$ cat config.mk
export PLATFORM = sky130hd
export DESIGN_NAME = palette_write_ctrl_flat
export DESIGN_NICKNAME = d
export VERILOG_FILES = /design/src/rtl/vdp_pkg.sv /design/src/rtl/palette_write_ctrl_if.sv /design/src/rtl/palette_wr_fifo.sv /design/src/rtl/palette_write_ctrl.sv /design/src/flat_wrapper.sv
export SDC_FILE = /design/constraint.sdc
export NUM_CORES = 1
export LEC_CHECK = 0
export BUFFER_PORTS_ARGS = -buffer_cell sky130_fd_sc_hd__buf_2
export CORE_MARGIN = 2
export CORE_UTILIZATION = 61
export DETAILED_ROUTE_END_ITERATION = 6
export PLACE_DENSITY = 0.79
export SYNTH_ARGS = -nofsm -noshare
export SYNTH_HDL_FRONTEND = slang
export SYNTH_SLANG_ARGS = --single-unit
export TNS_END_PERCENT = 50
$ cat constraint.sdc
create_clock -name clk_pix -period 6.4 [get_ports clk_pix]
set_input_delay 1.28 -clock clk_pix [delete_from_list [all_inputs] [get_ports clk_pix]]
set_output_delay 1.28 -clock clk_pix [all_outputs]
set_load 0.005 [all_outputs]
$ cat src/rtl/vdp_pkg.sv
// ============================================================================
// Module      : vdp_pkg
// Description : Shared palette types and controller state encoding.
// Revision    : 1.0 - initial release
// ============================================================================
`default_nettype none

package vdp_pkg;

    localparam int PALETTE_ENTRIES = 512;

    typedef logic [8:0]  colour_idx_t;
    typedef logic [23:0] rgb_t;

    typedef struct packed {
        colour_idx_t idx;
        rgb_t        rgb;
    } pal_wr_t;

    typedef enum logic [1:0] {
        ST_IDLE  = 2'd0,
        ST_ARMED = 2'd1,
        ST_DRAIN = 2'd2
    } pal_state_t;

endpackage : vdp_pkg

`default_nettype wire

$ cat src/rtl/palette_write_ctrl_if.sv
// ============================================================================
// Module      : palette_write_ctrl_if
// Description : Host request, blanking and palette RAM write bundle.
//               PALETTE_AUTOINC_EN adds the req_autoinc request bit.
// Revision    : 1.0 - initial release
// ============================================================================
`default_nettype none

interface palette_write_ctrl_if
    import vdp_pkg::*;
#(
    parameter int DEPTH = 16
);
    logic                     hblank;
    logic                     vblank;
    logic                     req_valid;
    logic                     req_ready;
    colour_idx_t              req_index;
    rgb_t                     req_rgb;
`ifdef PALETTE_AUTOINC_EN
    logic                     req_autoinc;
`endif
    logic                     pal_we;
    colour_idx_t              pal_waddr;
    rgb_t                     pal_wdata;
    logic [$clog2(DEPTH):0]   level;
    logic                     busy;

    modport master (
        output hblank, vblank, req_valid, req_index, req_rgb,
`ifdef PALETTE_AUTOINC_EN
        output req_autoinc,
`endif
        input  req_ready, pal_we, pal_waddr, pal_wdata, level, busy
    );

    modport slave (
        input  hblank, vblank, req_valid, req_index, req_rgb,
`ifdef PALETTE_AUTOINC_EN
        input  req_autoinc,
`endif
        output req_ready, pal_we, pal_waddr, pal_wdata, level, busy
    );

endinterface : palette_write_ctrl_if

`default_nettype wire

$ cat src/rtl/palette_wr_fifo.sv
// ============================================================================
// Module      : palette_wr_fifo
// Description : Synchronous FIFO of palette writes, wrap-bit pointers.
// Revision    : 1.0 - initial release
// ============================================================================
`default_nettype none

module palette_wr_fifo
    import vdp_pkg::*;
#(
    parameter int DEPTH = 16
) (
    input  wire logic                   clk,
    input  wire logic                   rst,
    input  wire logic                   push,
    input  wire pal_wr_t                push_data,
    input  wire logic                   pop,
    output pal_wr_t                     pop_data,
    output logic                        full,
    output logic                        empty,
    output logic [$clog2(DEPTH):0]      level
);

    localparam int AW = $clog2(DEPTH);

    pal_wr_t       mem_q [DEPTH];
    logic [AW:0]   wr_ptr_q, wr_ptr_d;
    logic [AW:0]   rd_ptr_q, rd_ptr_d;
    logic          do_push, do_pop;

    always_comb begin
        full     = (wr_ptr_q[AW-1:0] == rd_ptr_q[AW-1:0]) && (wr_ptr_q[AW] != rd_ptr_q[AW]);
        empty    = (wr_ptr_q == rd_ptr_q);
        level    = wr_ptr_q - rd_ptr_q;
        do_push  = push && !full;
        do_pop   = pop && !empty;
        wr_ptr_d = wr_ptr_q + {{AW{1'b0}}, do_push};
        rd_ptr_d = rd_ptr_q + {{AW{1'b0}}, do_pop};
        pop_data = mem_q[rd_ptr_q[AW-1:0]];
    end

    always_ff @(posedge clk or posedge rst) begin
        if (rst) begin
            wr_ptr_q <= '0;
            rd_ptr_q <= '0;
        end else begin
            wr_ptr_q <= wr_ptr_d;
            rd_ptr_q <= rd_ptr_d;
        end
    end

    // Storage needs no reset: the pointers alone define which entries are valid.
    always_ff @(posedge clk) begin
        if (do_push) begin
            mem_q[wr_ptr_q[AW-1:0]] <= push_data;
        end
    end

endmodule : palette_wr_fifo

`default_nettype wire

$ cat src/rtl/palette_write_ctrl.sv
// ============================================================================
// Module      : palette_write_ctrl
// Description : Buffers host palette writes and drains them into the palette
//               RAM write port only during blanking. Option: PALETTE_AUTOINC_EN.
// Revision    : 1.0 - initial release
// ============================================================================
`default_nettype none

module palette_write_ctrl
    import vdp_pkg::*;
#(
    parameter int DEPTH       = 16,
    parameter int VBLANK_ONLY = 0
) (
    input  wire logic          clk_pix,
    input  wire logic          rst_pix,
    palette_write_ctrl_if.slave bus
);

    localparam int LW = $clog2(DEPTH) + 1;

    pal_state_t    state_q, state_d;
    logic          pal_we_q, pal_we_d;
    colour_idx_t   pal_waddr_q, pal_waddr_d;
    rgb_t          pal_wdata_q, pal_wdata_d;

    logic          blank_ok;
    logic          push, pop, full, empty, last_entry;
    logic [LW-1:0] level;
    pal_wr_t       push_entry, pop_entry;

`ifdef PALETTE_AUTOINC_EN
    colour_idx_t   ptr_q, ptr_d;

    always_comb begin
        ptr_d          = ptr_q;
        push_entry.idx = bus.req_autoinc ? ptr_q : bus.req_index;
        push_entry.rgb = bus.req_rgb;
        if (push) begin
            ptr_d = push_entry.idx + 9'd1;
        end
    end

    always_ff @(posedge clk_pix or posedge rst_pix) begin
        if (rst_pix) begin
            ptr_q <= '0;
        end else begin
            ptr_q <= ptr_d;
        end
    end
`else
    always_comb begin
        push_entry.idx = bus.req_index;
        push_entry.rgb = bus.req_rgb;
    end
`endif

    always_comb begin
        blank_ok   = (VBLANK_ONLY != 0) ? bus.vblank : (bus.hblank | bus.vblank);
        push       = bus.req_valid && !full;
        last_entry = (level == LW'(1)) && !push;
    end

    palette_wr_fifo #(
        .DEPTH (DEPTH)
    ) u_fifo (
        .clk       (clk_pix),
        .rst       (rst_pix),
        .push      (push),
        .push_data (push_entry),
        .pop       (pop),
        .pop_data  (pop_entry),
        .full      (full),
        .empty     (empty),
        .level     (level)
    );

    // The first pop happens on the ARMED->DRAIN edge so a fresh entry
    // reaches pal_we two edges after it is accepted.
    always_comb begin
        state_d = state_q;
        pop     = 1'b0;
        case (state_q)
            ST_IDLE: begin
                if (!empty) begin
                    state_d = ST_ARMED;
                end
            end
            ST_ARMED: begin
                if (empty) begin
                    state_d = ST_IDLE;
                end else if (blank_ok) begin
                    pop     = 1'b1;
                    state_d = ST_DRAIN;
                end
            end
            ST_DRAIN: begin
                if (empty) begin
                    state_d = ST_IDLE;
                end else if (blank_ok) begin
                    pop = 1'b1;
                    if (last_entry) begin
                        state_d = ST_IDLE;
                    end
                end else begin
                    state_d = ST_ARMED;
                end
            end
            default: begin
                state_d = ST_IDLE;
            end
        endcase
    end

    always_comb begin
        pal_we_d    = pop;
        pal_waddr_d = pop ? pop_entry.idx : pal_waddr_q;
        pal_wdata_d = pop ? pop_entry.rgb : pal_wdata_q;
    end

    always_ff @(posedge clk_pix or posedge rst_pix) begin
        if (rst_pix) begin
            state_q     <= ST_IDLE;
            pal_we_q    <= 1'b0;
            pal_waddr_q <= '0;
            pal_wdata_q <= '0;
        end else begin
            state_q     <= state_d;
            pal_we_q    <= pal_we_d;
            pal_waddr_q <= pal_waddr_d;
            pal_wdata_q <= pal_wdata_d;
        end
    end

    assign bus.req_ready = !full;
    assign bus.level     = level;
    assign bus.busy      = (state_q != ST_IDLE);
    assign bus.pal_we    = pal_we_q;
    assign bus.pal_waddr = pal_waddr_q;
    assign bus.pal_wdata = pal_wdata_q;

endmodule : palette_write_ctrl

`default_nettype wire

$ cat src/flat_wrapper.sv
// flat-port wrapper written by rule: the top's interface ports become plain ports
module palette_write_ctrl_flat import vdp_pkg::*;
#(
    parameter int DEPTH       = 16,
    parameter int VBLANK_ONLY = 0
)
  (clk_pix, rst_pix, bus_hblank, bus_vblank, bus_req_valid, bus_req_index, bus_req_rgb, bus_req_ready, bus_pal_we, bus_pal_waddr, bus_pal_wdata, bus_level, bus_busy);
  palette_write_ctrl_if #(.DEPTH(DEPTH)) bus_i ();
  input  wire logic clk_pix;
  input  wire logic rst_pix;
  input wire logic [$bits(bus_i.hblank)-1:0] bus_hblank;
  input wire logic [$bits(bus_i.vblank)-1:0] bus_vblank;
  input wire logic [$bits(bus_i.req_valid)-1:0] bus_req_valid;
  input wire logic [$bits(bus_i.req_index)-1:0] bus_req_index;
  input wire logic [$bits(bus_i.req_rgb)-1:0] bus_req_rgb;
  output wire logic [$bits(bus_i.req_ready)-1:0] bus_req_ready;
  output wire logic [$bits(bus_i.pal_we)-1:0] bus_pal_we;
  output wire logic [$bits(bus_i.pal_waddr)-1:0] bus_pal_waddr;
  output wire logic [$bits(bus_i.pal_wdata)-1:0] bus_pal_wdata;
  output wire logic [$bits(bus_i.level)-1:0] bus_level;
  output wire logic [$bits(bus_i.busy)-1:0] bus_busy;
  assign bus_i.hblank = bus_hblank;
  assign bus_i.vblank = bus_vblank;
  assign bus_i.req_valid = bus_req_valid;
  assign bus_i.req_index = bus_req_index;
  assign bus_i.req_rgb = bus_req_rgb;
  assign bus_req_ready = bus_i.req_ready;
  assign bus_pal_we = bus_i.pal_we;
  assign bus_pal_waddr = bus_i.pal_waddr;
  assign bus_pal_wdata = bus_i.pal_wdata;
  assign bus_level = bus_i.level;
  assign bus_busy = bus_i.busy;
  palette_write_ctrl #(.DEPTH(DEPTH), .VBLANK_ONLY(VBLANK_ONLY)) u_core (.clk_pix(clk_pix), .rst_pix(rst_pix), .bus(bus_i));
endmodule
# Word level (Yosys, flattened, before mapping)
# Memory sizes are Yosys's and may differ from the RTL's. A register that Yosys moved wholly into a read port is not among the register bits.
# Index checks and enable logic that the tools add are counted.
totals:
  ff_bits: 13
  mem_bits_rw: 528
  out_inout_bits: 41
  mem_count: 1
memory_table:
  columns: ["memory", "depth", "word_bits", "read_ports", "rd_clocked_by_memory_dff", "wr", "line_no", "text"]
  rows:
  - ["u_core.u_fifo.mem_q", 16, 33, 1, 1, 1, "palette_wr_fifo.sv:26", "pal_wr_t mem_q [DEPTH];"]
classes:
  addsub: 3
  n_eq_ne: 9
  muxes: 12
  bitwise_logic: 1
  n_reduce_logical: 12
ops:
  columns: ["cell", "n"]
  rows:
  - ["2-bit 2-to-1 mux", 6]
  - ["5-bit by 1-bit adder with 5-bit output", 2]
  - ["2-bit one-hot mux with 3 select lines", 1]
  - ["5-bit by 1-bit equality test with 1-bit output (second input constant)", 1]
  - ["5-bit equality test", 1]
  - ["1-bit logical AND", 5]
  - ["1-bit 2-to-1 mux", 5]
  - ["5-bit subtractor", 1]
  - ["4-bit equality test", 1]
  - ["4-bit inequality test (second input constant)", 1]
  - ["1-bit logical NOT", 3]
  - ["3-bit by 1-bit inequality test with 1-bit output (second input constant)", 1]
  - ["3-bit AND reduction", 1]
  - ["2-bit by 1-bit equality test with 1-bit output (second input constant)", 1]
  - ["2-bit equality test (second input constant)", 1]
  - ["2-bit logical NOT", 1]
  - ["2-bit inequality test (second input constant)", 1]
  - ["2-bit nonzero test", 1]
  - ["2-bit OR reduction", 1]
  - ["1-bit inequality test", 1]
  - ["1-bit OR", 1]

# Logic depth before layout (Yosys ltp)
logic_depth:
  ltp_word: 10
  ltp_mapped: 14
  depth_no_buf: 9

# By module
# From an unflattened synthesis, not the netlist that was laid out.
unflattened:
  cells_unflattened: 1054
  hier_area_um2: 22180.0
by_module_without_submodules:
  columns: ["module", "n_inst", "cells_each", "area_each_um2", "seq_area_each_um2"]
  rows:
  - ["palette_wr_fifo", 1, 957, 20694.8, 16105.4]
  - ["palette_write_ctrl", 1, 97, 1485.2, 900.9]

# Least setup slack after synthesis
# No wires, ideal clock.
synth_timing:
  path_kind: "register to register"
  start: "register u_core.u_fifo.rd_ptr_q[1]"
  end: "memory u_core.u_fifo.mem_q[0][0] in the netlist's numbering (enable)"
  arrival_ns: 4.401
  required_time_ns: 5.936
  path_slack_ns: 1.535
  stages_incl_launch_ff: 10
  n_path_buf: 3
  path_cell_list: "dfrtp_1 -> clkbuf_1 -> buf_2 -> clkbuf_1 -> inv_1 -> ha_1 -> nand4_1 -> o21ai_1 -> or3_1 -> nor3_1"
synth_between:
  elab_chain_len: 7
synth_rtl:
  columns: ["item", "line_no", "text"]
  rows:
  - ["start, declared", "palette_wr_fifo.sv:28", "logic [AW:0] rd_ptr_q, rd_ptr_d;"]
  - ["start signal, assigned", "palette_wr_fifo.sv:48", "rd_ptr_q <= rd_ptr_d;"]
  - ["4-bit equality test *", "palette_wr_fifo.sv:32", "full = (wr_ptr_q[AW-1:0] == rd_ptr_q[AW-1:0]) && (wr_ptr_q[AW] != rd_ptr_q[AW]);"]
  - ["1-bit logical AND *", "palette_wr_fifo.sv:32", null]
  - ["1-bit logical NOT *", "palette_wr_fifo.sv:35, palette_write_ctrl.sv:60", null]
  - ["1-bit logical AND", "palette_write_ctrl.sv:60", "push = bus.req_valid && !full;"]
  - ["1-bit logical AND *", "palette_wr_fifo.sv:35", "do_push = push && !full;"]
  - ["1-bit 2-to-1 mux *", "palette_wr_fifo.sv:54", "if (do_push) begin"]
  - ["1-bit 2-to-1 mux (implied by the code) *", "palette_wr_fifo.sv:55", "mem_q[wr_ptr_q[AW-1:0]] <= push_data;"]
  - ["end, declared", "palette_wr_fifo.sv:26", null]
# Mark *: on every way between the ends. The rest lies on a longest branch, timed or not.

# Final worst setup path
layout_timing:
  start: "register u_core.u_fifo.rd_ptr_q[1]"
  end: "output port bus_level[4]"
layout_between:
  elab_chain_len: 1
layout_rtl:
  columns: ["item", "line_no", "text"]
  rows:
  - ["5-bit subtractor", "palette_wr_fifo.sv:34", "level = wr_ptr_q - rd_ptr_q;"]
  - ["end, declared", "flat_wrapper.sv:20", "output wire logic [$bits(bus_i.level)-1:0] bus_level;"]
# Every way passes these cells.

==> flow_summary_export.csv <==
group,metric,value,unit
detailed_routing,drcViolationCount,0,
worst_setup_path,path_cells,"inv_1, fa_1, a21o_1, a21oi_1, xnor2_1, buf_2",
worst_setup_path,required,5.12,ns
placed_design,dpl_worst_slack,2.47,ns
sta,period_minus_slack,4.29,ns
sta,tns,0,ns
clock_tree,clkLatencyLatePin,0.58,ns
logic_synthesis,synth-simple-area-share,0.970,%
clock_tree,cts_htree_levels,2,
sta,finalSetupViolCount,0,
cells_and_area,final_cell_mix,"edfxtp_1 (528), mux4_2 (165), buf_2 (78)",
cells_and_area,nNetsFinal,1069,
worst_hold_path,hold_path.class,"flop to flop",
clock_tree,holdBufCountCts,0,
sta,fin_crit_sh,67.0,%
power_and_ir_drop,ir_drop,0.583,mV
logic_synthesis,synth_top_family_by_area,"multiplexers",
grt,grt_util_all_layers,25.5,%
detailed_routing,wirelength,46.2,mm
logic_synthesis,yosysSeqAreaShare,77.5,%
logic_synthesis,yosysWarnings,0,
die,initial_core_util,61.8,%
detailed_routing,drt_iter0_drc,1037,
logic_synthesis,syn-num-nets,956,
clock_tree,path_clk_slew,0.06,ns
logic_synthesis,ys_ff_latch,574,
clock_tree,ctsResizeCount,0,
clock_tree,clockRootBuffer,"clkbuf_16",
die,die_h,194,um
cells_and_area,stdcell_area,24800,um2
logic_synthesis,syn_avg_cell_area,24.2,um2
detailed_routing,wl_per_cell,30.3,um
clock_tree,clock_sinks,574,
worst_setup_path,cp.arrival,3.01,ns
sta,rsz0062_at_grt,"no",
grt,grt_overflow,0,
die,die_x,194,um
clock_tree,cts_tree,"yes",
die,dieArea,37500,um2
worst_setup_path,crit_type,"flop to output port",
sta,fin_ws,2.11,ns
cells_and_area,layout_commonest_cell,"edfxtp_1",
logic_synthesis,synth_compound_area_share,0.251,%
logic_synthesis,yosysUniqueCellTypes,32,
sta,max_freq,0.233,GHz
worst_setup_path,cp-end-kind,"output port",
detailed_routing,via_count,10000,
detailed_routing,drtPass1Iterations,5,
power_and_ir_drop,powerDensity,459,nW/um2
logic_synthesis,synthAdderAreaFrac,0.776,%
clock_tree,post_cts_buffers,0,
cells_and_area,layout-drive-gt1-share,38.3,%
sta,tightest_slew,1.31,ns
grt,antenna_found_initial,2,
placed_design,portBuffers,78,
worst_setup_path,worstPathMaxFanout,64,
logic_synthesis,synth.area.mux_share,18.7,%
worst_setup_path,r2r-start,"u_core.u_fifo.rd_ptr_q[1]$_DFF_PP0_",
placed_design,place_congestion,0.744,
grt,grt_pass1_wl,69.1,mm
die,fp.coreArea,35500,um2
flow_run,max_cap_violations,0,
sta,finClkSkew,0.0173,ns
die,num_rows,69,
placed_design,dp_hpwl,23.7,mm
clock_tree,clock_path_buffers,3,
worst_setup_path,cp-start-kind,"flop",
worst_setup_path,critPathSlowestCell,"dfrtp_4",
sta,whs,0.499,ns
worst_setup_path,critPathLaunch,"u_core.u_fifo.rd_ptr_q[1]$_DFF_PP0_",
detailed_routing,via_per_inst,6.56,
clock_tree,cts_made_buffers,53,
die,num_io_pins,79,
logic_synthesis,syn-instance-count,905,
worst_setup_path,critPathMaxStageDelay,1.05,ns
sta,max_slew_margin,12.4,%
worst_hold_path,hp-start,"u_core.bus.pal_waddr[6]$_DFFE_PP0N_",
cells_and_area,syn2layout_area_growth,12.9,%
power_and_ir_drop,power.leakage,8.10,nW
cells_and_area,num-fill-cells,1988,
grt,grt_pass1_vias,10600,
detailed_routing,ant_nets,0,
sta,slew_viol_final,0,
logic_synthesis,synth_area,21900,um2
sta,hold_viol,0,
grt,grt_max_degree,107,
outcome,outcome,"complete, no violations",
logic_synthesis,synth-xor-area-share,0.439,%
placed_design,placed_cell_area,23000,um2
kinds of logic (layout without fill, tap and decap cells):
family | after synthesis | after routing
flops | 574 | 574
buf+inv | 54 | 212
other cells | 0 | 1
simple gates | 43 | 43
xor+xnor | 11 | 11
compound gates | 10 | 10
fa+ha+maj | 13 | 13
mux | 200 | 200
worst paths after layout:
check	end	slack (ns)	cells after the start
min in group asynchronous	u_core.bus.pal_wdata[3]$_DFFE_PP0N_	0.92	3
hold / removal	u_core.bus.pal_waddr[6]$_DFFE_PP0N_	0.50	1
max in group asynchronous	u_core.u_fifo.rd_ptr_q[1]$_DFF_PP0_	4.89	3
hold reg to reg	u_core.bus.pal_waddr[6]$_DFFE_PP0N_	0.50	1
setup / recovery	bus_level[4]	2.11	6
setup reg to reg	u_core.u_fifo.rd_ptr_q[4]$_DFF_PP0_	2.43	9
stage by stage:
| step | total power, mW | cells | util, % |
|---|---|---|---|
| floorplan | 7.24 | 905 | - |
| global placement | 8.12 | 1424 | 64.7 |
| detailed placement | 8.23 | 1424 | 64.7 |
| CTS | 11.5 | 1524 | 69.8 |
| global route | 11.8 | 1525 | 69.8 |
| finish | 11.4 | 1525 | 69.8 |
per-layer routing:
metal	vias to the layer above	wire (um)	share of wire [%]	global-route usage [%]
li1	4074	-	-	-
met2	489	23800	52	43.0
met5	-	9	0.019	0
met4	2	881	1.9	6.59
met3	64	3170	6.9	4.46
met1	5377	18300	40	35.4
registers in the layout, summed over array words and instances (netlist names):
register                cells
u_core.bus.pal_waddr        9
u_core.bus.pal_wdata       24
u_core.bus.pal_we           1
u_core.state_q              2
u_core.u_fifo.mem_q       528
u_core.u_fifo.rd_ptr_q      5
u_core.u_fifo.wr_ptr_q      5
cell usage after synthesis:
cell	number	area, um2
edfxtp_1	528	15900
mux4_2	165	3720
dfrtp_1	46	1150
mux2_2	34	383
clkbuf_1	24	90.1
nor2_1	14	52.6
ha_1	12	150
inv_1	10	37.5
buf_6	9	101
buf_2	8	40.0
nand3_1	8	40.0
xnor2_1	6	52.6
nor3_1	5	25.0
xor2_1	5	43.8
a21oi_1	4	20.0
nand2_1	4	15.0
o21ai_0	3	15.0
and3_1	2	12.5
buf_1	2	7.51
nand2b_1	2	12.5
nand4_1	2	12.5
or3_1	2	12.5
a21o_1	1	7.51
and4_1	1	8.76
fa_1	1	20.0
inv_2	1	3.75
mux2i_1	1	10.0
nand3b_1	1	7.51
nor3b_1	1	7.51
o21ai_1	1	5.00
o31ai_1	1	7.51
or2_2	1	6.26
power by group:
part / switching [mW] / internal [mW]
registers: 0.347 / 4.62
logic: 1.55 / 1.65
clock network: 1.32 / 1.89
total: 3.22 / 8.16
critical path, delay by kind of cell, from the launching register on:
kind | cells | cell delay (ns)
adders and majority gates | 1 | 0.48
buffers and inverters | 2 | 0.35
xor gates and xnor gates | 1 | 0.16
DFF | 1 | 1.05
AOI/OAI and AO/OA | 2 | 0.38
area by class of cell:
type	count	area (um2)	share of cell area, %
inverters	11	41.3	0.167
multi-input cells	277	4750	19.2
flip-flops and latches	574	17000	68.7
repair buffers	101	576	2.32
clock buffers	74	1510	6.09
well taps	461	577	2.33
clock inverters	26	283	1.14
diodes	1	2.50	0.0101
(Power assumes the default switching activity.)
